==> src/rtl/fifo_credit_flopram.sv <==
// Single-clock flop-RAM FIFO. The push side is credit-driven: one-cycle credit
// pulses are issued to the sender and every accepted push consumes one.
module fifo_credit_flopram #(
    parameter int DATA_WIDTH = 8,
    parameter int DEPTH      = 16,
    parameter int CW         = $clog2(DEPTH + 1)
) (
    input  logic                  clk,
    input  logic                  reset,
    input  logic                  push_valid,
    input  logic [DATA_WIDTH-1:0] push_data,
    input  logic                  push_sender_in_reset,
    input  logic                  push_credit_stall,
    input  logic [CW-1:0]         credit_withhold_push,
    output logic                  push_credit,
    output logic                  push_full,
    output logic [CW-1:0]         push_slots,
    output logic                  push_overflow,
    output logic [CW-1:0]         credit_count_push,
    output logic [CW-1:0]         credit_available_push,
    output logic                  pop_valid,
    input  logic                  pop_ready,
    output logic [DATA_WIDTH-1:0] pop_data,
    output logic                  pop_empty,
    output logic [CW-1:0]         pop_items
);

    localparam int AW = $clog2(DEPTH);
    localparam int SW = CW + 2;
    localparam logic [AW-1:0] LAST_PTR = AW'(DEPTH - 1);
    localparam logic [CW-1:0] DEPTH_CW = CW'(DEPTH);
    localparam logic [SW-1:0] DEPTH_SW = SW'(DEPTH);

    logic [DATA_WIDTH-1:0] r_mem [DEPTH];
    logic [AW-1:0]         r_wrPtr;
    logic [AW-1:0]         r_rdPtr;
    logic [CW-1:0]         r_items;
    logic [CW-1:0]         r_creditCount;
    logic                  r_credit;
    logic                  r_overflow;

    logic                  w_pushAccept;
    logic                  w_pushError;
    logic                  w_popAccept;
    logic                  w_grant;
    logic [SW-1:0]         w_claimed;
    logic [CW-1:0]         w_avail;
    logic [CW-1:0]         w_itemsNext;
    logic [CW-1:0]         w_creditNext;
    logic [AW-1:0]         w_wrPtrNext;
    logic [AW-1:0]         w_rdPtrNext;

    assign w_pushAccept = push_valid & ~push_sender_in_reset & (r_creditCount != '0);
    assign w_pushError  = push_valid & ~push_sender_in_reset & (r_creditCount == '0);
    assign w_popAccept  = (r_items != '0) & pop_ready;

    // Extra headroom bits keep the subtraction exact so it can saturate at zero.
    always_comb begin
        w_claimed = SW'(r_items) + SW'(r_creditCount) + SW'(credit_withhold_push);
        w_avail   = '0;
        if (w_claimed < DEPTH_SW) begin
            w_avail = CW'(DEPTH_SW - w_claimed);
        end
    end

    assign w_grant = (w_avail != '0) & ~push_credit_stall & ~push_sender_in_reset;

    always_comb begin
        w_wrPtrNext = r_wrPtr;
        w_rdPtrNext = r_rdPtr;
        if (w_pushAccept) begin
            w_wrPtrNext = (r_wrPtr == LAST_PTR) ? '0 : r_wrPtr + AW'(1);
        end
        if (w_popAccept) begin
            w_rdPtrNext = (r_rdPtr == LAST_PTR) ? '0 : r_rdPtr + AW'(1);
        end
    end

    always_comb begin
        w_itemsNext = r_items;
        case ({w_pushAccept, w_popAccept})
            2'b10:   w_itemsNext = r_items + CW'(1);
            2'b01:   w_itemsNext = r_items - CW'(1);
            default: w_itemsNext = r_items;
        endcase
    end

    // A sender in reset has lost every credit it held.
    always_comb begin
        w_creditNext = r_creditCount;
        if (push_sender_in_reset) begin
            w_creditNext = '0;
        end else begin
            case ({w_grant, w_pushAccept})
                2'b10:   w_creditNext = r_creditCount + CW'(1);
                2'b01:   w_creditNext = r_creditCount - CW'(1);
                default: w_creditNext = r_creditCount;
            endcase
        end
    end

    always_ff @(posedge clk or negedge reset) begin
        if (!reset) begin
            r_wrPtr       <= '0;
            r_rdPtr       <= '0;
            r_items       <= '0;
            r_creditCount <= '0;
            r_credit      <= 1'b0;
            r_overflow    <= 1'b0;
        end else begin
            r_wrPtr       <= w_wrPtrNext;
            r_rdPtr       <= w_rdPtrNext;
            r_items       <= w_itemsNext;
            r_creditCount <= w_creditNext;
            r_credit      <= w_grant;
            r_overflow    <= r_overflow | w_pushError;
        end
    end

    always_ff @(posedge clk) begin
        if (w_pushAccept) begin
            r_mem[r_wrPtr] <= push_data;
        end
    end

    assign push_credit           = r_credit;
    assign push_full             = (r_items == DEPTH_CW);
    assign push_slots            = DEPTH_CW - r_items;
    assign push_overflow         = r_overflow;
    assign credit_count_push     = r_creditCount;
    assign credit_available_push = w_avail;
    assign pop_empty             = (r_items == '0);
    assign pop_valid             = ~pop_empty;
    assign pop_data              = r_mem[r_rdPtr];
    assign pop_items             = r_items;

endmodule

==> config.mk <==
export PLATFORM = sky130hd
export DESIGN_NAME = fifo_credit_flopram
export DESIGN_NICKNAME = d
export VERILOG_FILES = /design/src/rtl/fifo_credit_flopram.sv
export SDC_FILE = /design/constraint.sdc
export NUM_CORES = 1
export LEC_CHECK = 0
export CORE_AREA = 2 2 119 121
export CTS_BUF_LIST = sky130_fd_sc_hd__clkbuf_16
export CTS_CLUSTER_DIAMETER = 80
export CTS_CLUSTER_SIZE = 16
export DETAILED_ROUTE_END_ITERATION = 10
export DIE_AREA = 0 0 121 123
export PLACE_DENSITY = 0.7
export SETUP_SLACK_MARGIN = 0.5
export SYNTH_ARGS = -nofsm -noshare
export SYNTH_HDL_FRONTEND = slang
export SYNTH_SLANG_ARGS = --single-unit
==> constraint.sdc <==
create_clock -name clk -period 5.5 [get_ports clk]
set_input_delay 0.825 -clock clk [delete_from_list [all_inputs] [get_ports clk]]
set_output_delay 0.825 -clock clk [all_outputs]
set_load 0.005 [all_outputs]
==> results.yml <==
outcome:
  status: "complete, no violations"
yosys:
  synth_ff_type: "edfxtp_1"
  synthArstFlopShare: 0.1351
  ys_top_cells_by_area: "edfxtp_1 (58%), mux4_2 (11%), dfrtp_1 (7.5%), ha_1 (3.8%), fa_1 (2.4%)"
  synth_top_area_frac: 0.5785
  yosysWarnings: 0
  ys_ff_latch: 148
  ys_top_cells_by_count: "edfxtp_1 (128), mux4_2 (32), a21oi_1 (21)"
  syn-cell-area_mm2: 0.006644
  seq_area_frac_synth: 0.6539
  syn_avg_cell_area_um2: 16.82
  yosysMostFrequentCell: "edfxtp_1"
  ys_types: 40
  synth_nets: 442
  synth_top_area_cell: "edfxtp_1"
  synth_edf_count: 128
  syn_inst: 395
floorplanning:
  coreArea_mm2: 0.01361
  pin_count: 52
  num_rows: 43
  dieWidth_um: 121
  die_height_um: 123
  floorplan.initialDensity: 0.4881
  dieArea_mm2: 0.01488
routing:
  antenna_left: 0
  via_per_inst: 5.518
  drt_wl_total_um: 12980
  vias: 3559
  drc_errors: 0
  dr.pass1.iters: 4
  drtIter0Drc: 413
  wl_per_cell_um: 20.12
pwr:
  power_density_mw_per_mm2: 559.0
  p_int_mw: 2.947
  switching_share: 0.3284
  p_clk_frac: 0.229
  ir_drop_mv: 0.5899
  p_seq_frac: 0.355
  comb_power_share: 0.417
  leakagePower_nw: 2.757
  p_sw_mw: 1.441
clocking:
  cts_setup_buffers: 0
  cts_tree: "yes"
  root_buffer: "clkbuf_16"
  path_clk_slew_ps: 60
  cts_hold_buf: 0
  clockBufferDepth: 2
  cts_buffers: 17
  clock_latency_ps: 420
  postCtsResizedCells: 0
  h-tree-depth: 4
  clock_sinks: 148
global_route:
  grt_pass1_wl_um: 21070
  grt_max_degree: 25
  grt_pass1_vias: 3874
  antenna_found_initial: 0
  grt_use_total: 0.1945
  grt-ovfl-total: 0
job:
  drv_cap: 0
timing:
  slew_viol_final: 0
  fin_tns_setup_ps: 0
  clock_skew_ps: 5.919
  period_needed_ps: 4603
  hold_violations: 0
  fin_crit_sh: 0.8370
  maxSlewHeadroom: 0.3531
  max_freq_mhz: 217.2
  setup_viol: 0
  rsz0062_at_grt: "false"
  worstMarginPinSlew_ps: 970.4
hold_path:
  hp-class: "flop to flop"
critical_path:
  cp-start-kind: "primary input"
  required_ps: 4680
  cp_cell_sequence: "clkdlybuf4s50_1 -> fa_1 -> ha_1 -> fa_1 -> nand2b_1 -> nand2b_1 -> xor2_1 -> xnor2_1 -> a21oi_1 -> clkdlybuf4s50_1"
  worst_path_max_delay_cell: "clkdlybuf4s50_1"
  crit_fanout: 4
  slowest_delay_ps: 530
  cp-end-kind: "primary output"
  cp.arrival_ps: 3780
  criticalPathCategory: "primary input to primary output"
final_layout:
  antennaDiodeCount: 0
  fin_cells: 645
  final_core_util: 0.5766
  drive_above_1_share: 0.1355
  syn2layout_area_growth_pct: 18.14
  final_nets: 499
placed_design:
  dpl.cell_count: 613
  port_buffers: 51
  dp_hpwl_um: 8720
  routabilityCongestion: 0.8313
state kept, by name (all words and copies together), names as in the netlist:
| register | cells |
|---|---|
| r_mem | 128 |
| pop_items | 5 |
| push_credit | 1 |
| r_wrPtr | 4 |
| credit_count_push | 5 |
| r_rdPtr | 4 |
| push_overflow | 1 |
path summary, 6_finish.rpt:
kind,depth (start not counted),slack (ps),to,from
worst min register to register,1,470,push_overflow$_DFF_PN0_,push_overflow$_DFF_PN0_
worst min-delay path,1,470,push_overflow$_DFF_PN0_,push_overflow$_DFF_PN0_
worst max register to register,14,1280,credit_count_push[4]$_DFFE_PN0P_,credit_count_push[1]$_DFFE_PN0P_
min in group asynchronous,1,910,credit_count_push[3]$_DFFE_PN0P_,reset
max in group asynchronous,1,3970,r_rdPtr[0]$_DFFE_PN0P_,reset
worst max-delay path,10,900,credit_available_push[4],credit_withhold_push[1]
per-layer routing:
layer  global-route usage  vias up  wire length, um
li1                     -     1640                -
met1               0.2400     1819             5525
met2               0.3353       80             6752
met3              0.05258       20              503
met4              0.06323        0              194
met5                    0        -                0
final cells by class:
cell class	instances	area, um2
repair buffers	55	540.5
well taps	180	225.2
clock inverters	15	85.08
flip-flops and latches	148	4345
multi-input cells	212	2160
clock buffers	17	425.4
inverters	18	67.56
fillers	1012	5763
critical path, delay by kind of cell:
family / cells / cell delay, ps
AO/OA/AOI/OAI: 1 / 160
adder cells (fa/ha/maj): 3 / 1210
XOR/XNOR: 2 / 290
buffers and inverters: 2 / 960
AND/OR/NAND/NOR: 2 / 340
power by group through the flow:
| stage | Sequential (mW) | Clock (mW) | Combinational (mW) |
|---|---|---|---|
| after floorplan | 1.42 | 0 | 1.29 |
| after global placement | 1.58 | 0 | 1.79 |
| after detailed placement | 1.58 | 0 | 1.83 |
| after CTS | 1.56 | 1.02 | 1.85 |
| after global routing | 1.59 | 1.06 | 2.02 |
| final | 1.56 | 1.00 | 1.83 |
through the flow:
stage | cell area, um2 | power, mW | worst slack [ps] | hold slack, ps
2_1_floorplan | 6644 | 2.704 | 1224 | 459.0
3_3_place_gp | 7338 | 3.367 | 576.6 | 455.1
3_5_place_dp | 7338 | 3.409 | 466.3 | 462.0
4_1_cts | 7849 | 4.433 | 902.7 | 476.1
5_1_grt | 7849 | 4.677 | 686.7 | 488.0
6_report | 7849 | 4.388 | 896.7 | 474.1
kinds of logic after synthesis:
group | count (synthesis) | share of synthesized area
compound gates | 48 | 0.04727
xor+xnor | 15 | 0.01977
fa+ha+maj | 28 | 0.06177
buf+inv | 35 | 0.02109
flops | 148 | 0.6539
mux | 48 | 0.1328
simple gates | 73 | 0.06346
cell usage in the layout (no fill, tap or decap), drive strengths merged:
master	n
a2111oi	2
a211oi	8
a21o	4
a21oi	21
a31oi	1
and2	13
and3	7
and4	1
buf	4
bufinv	1
clkbuf	17
clkdlybuf4s50	51
clkinv	8
dfrtp	20
edfxtp	128
fa	8
ha	20
inv	24
mux2	1
mux2i	15
mux4	32
nand2	9
nand2b	10
nand3	5
nand3b	1
nand4	2
nor2	4
nor2b	13
nor3	5
nor3b	1
nor4	1
o21ai	10
o221ai	1
o41ai	1
or4	1
xnor2	10
xor2	5
Power figures use the tool's default switching activity.
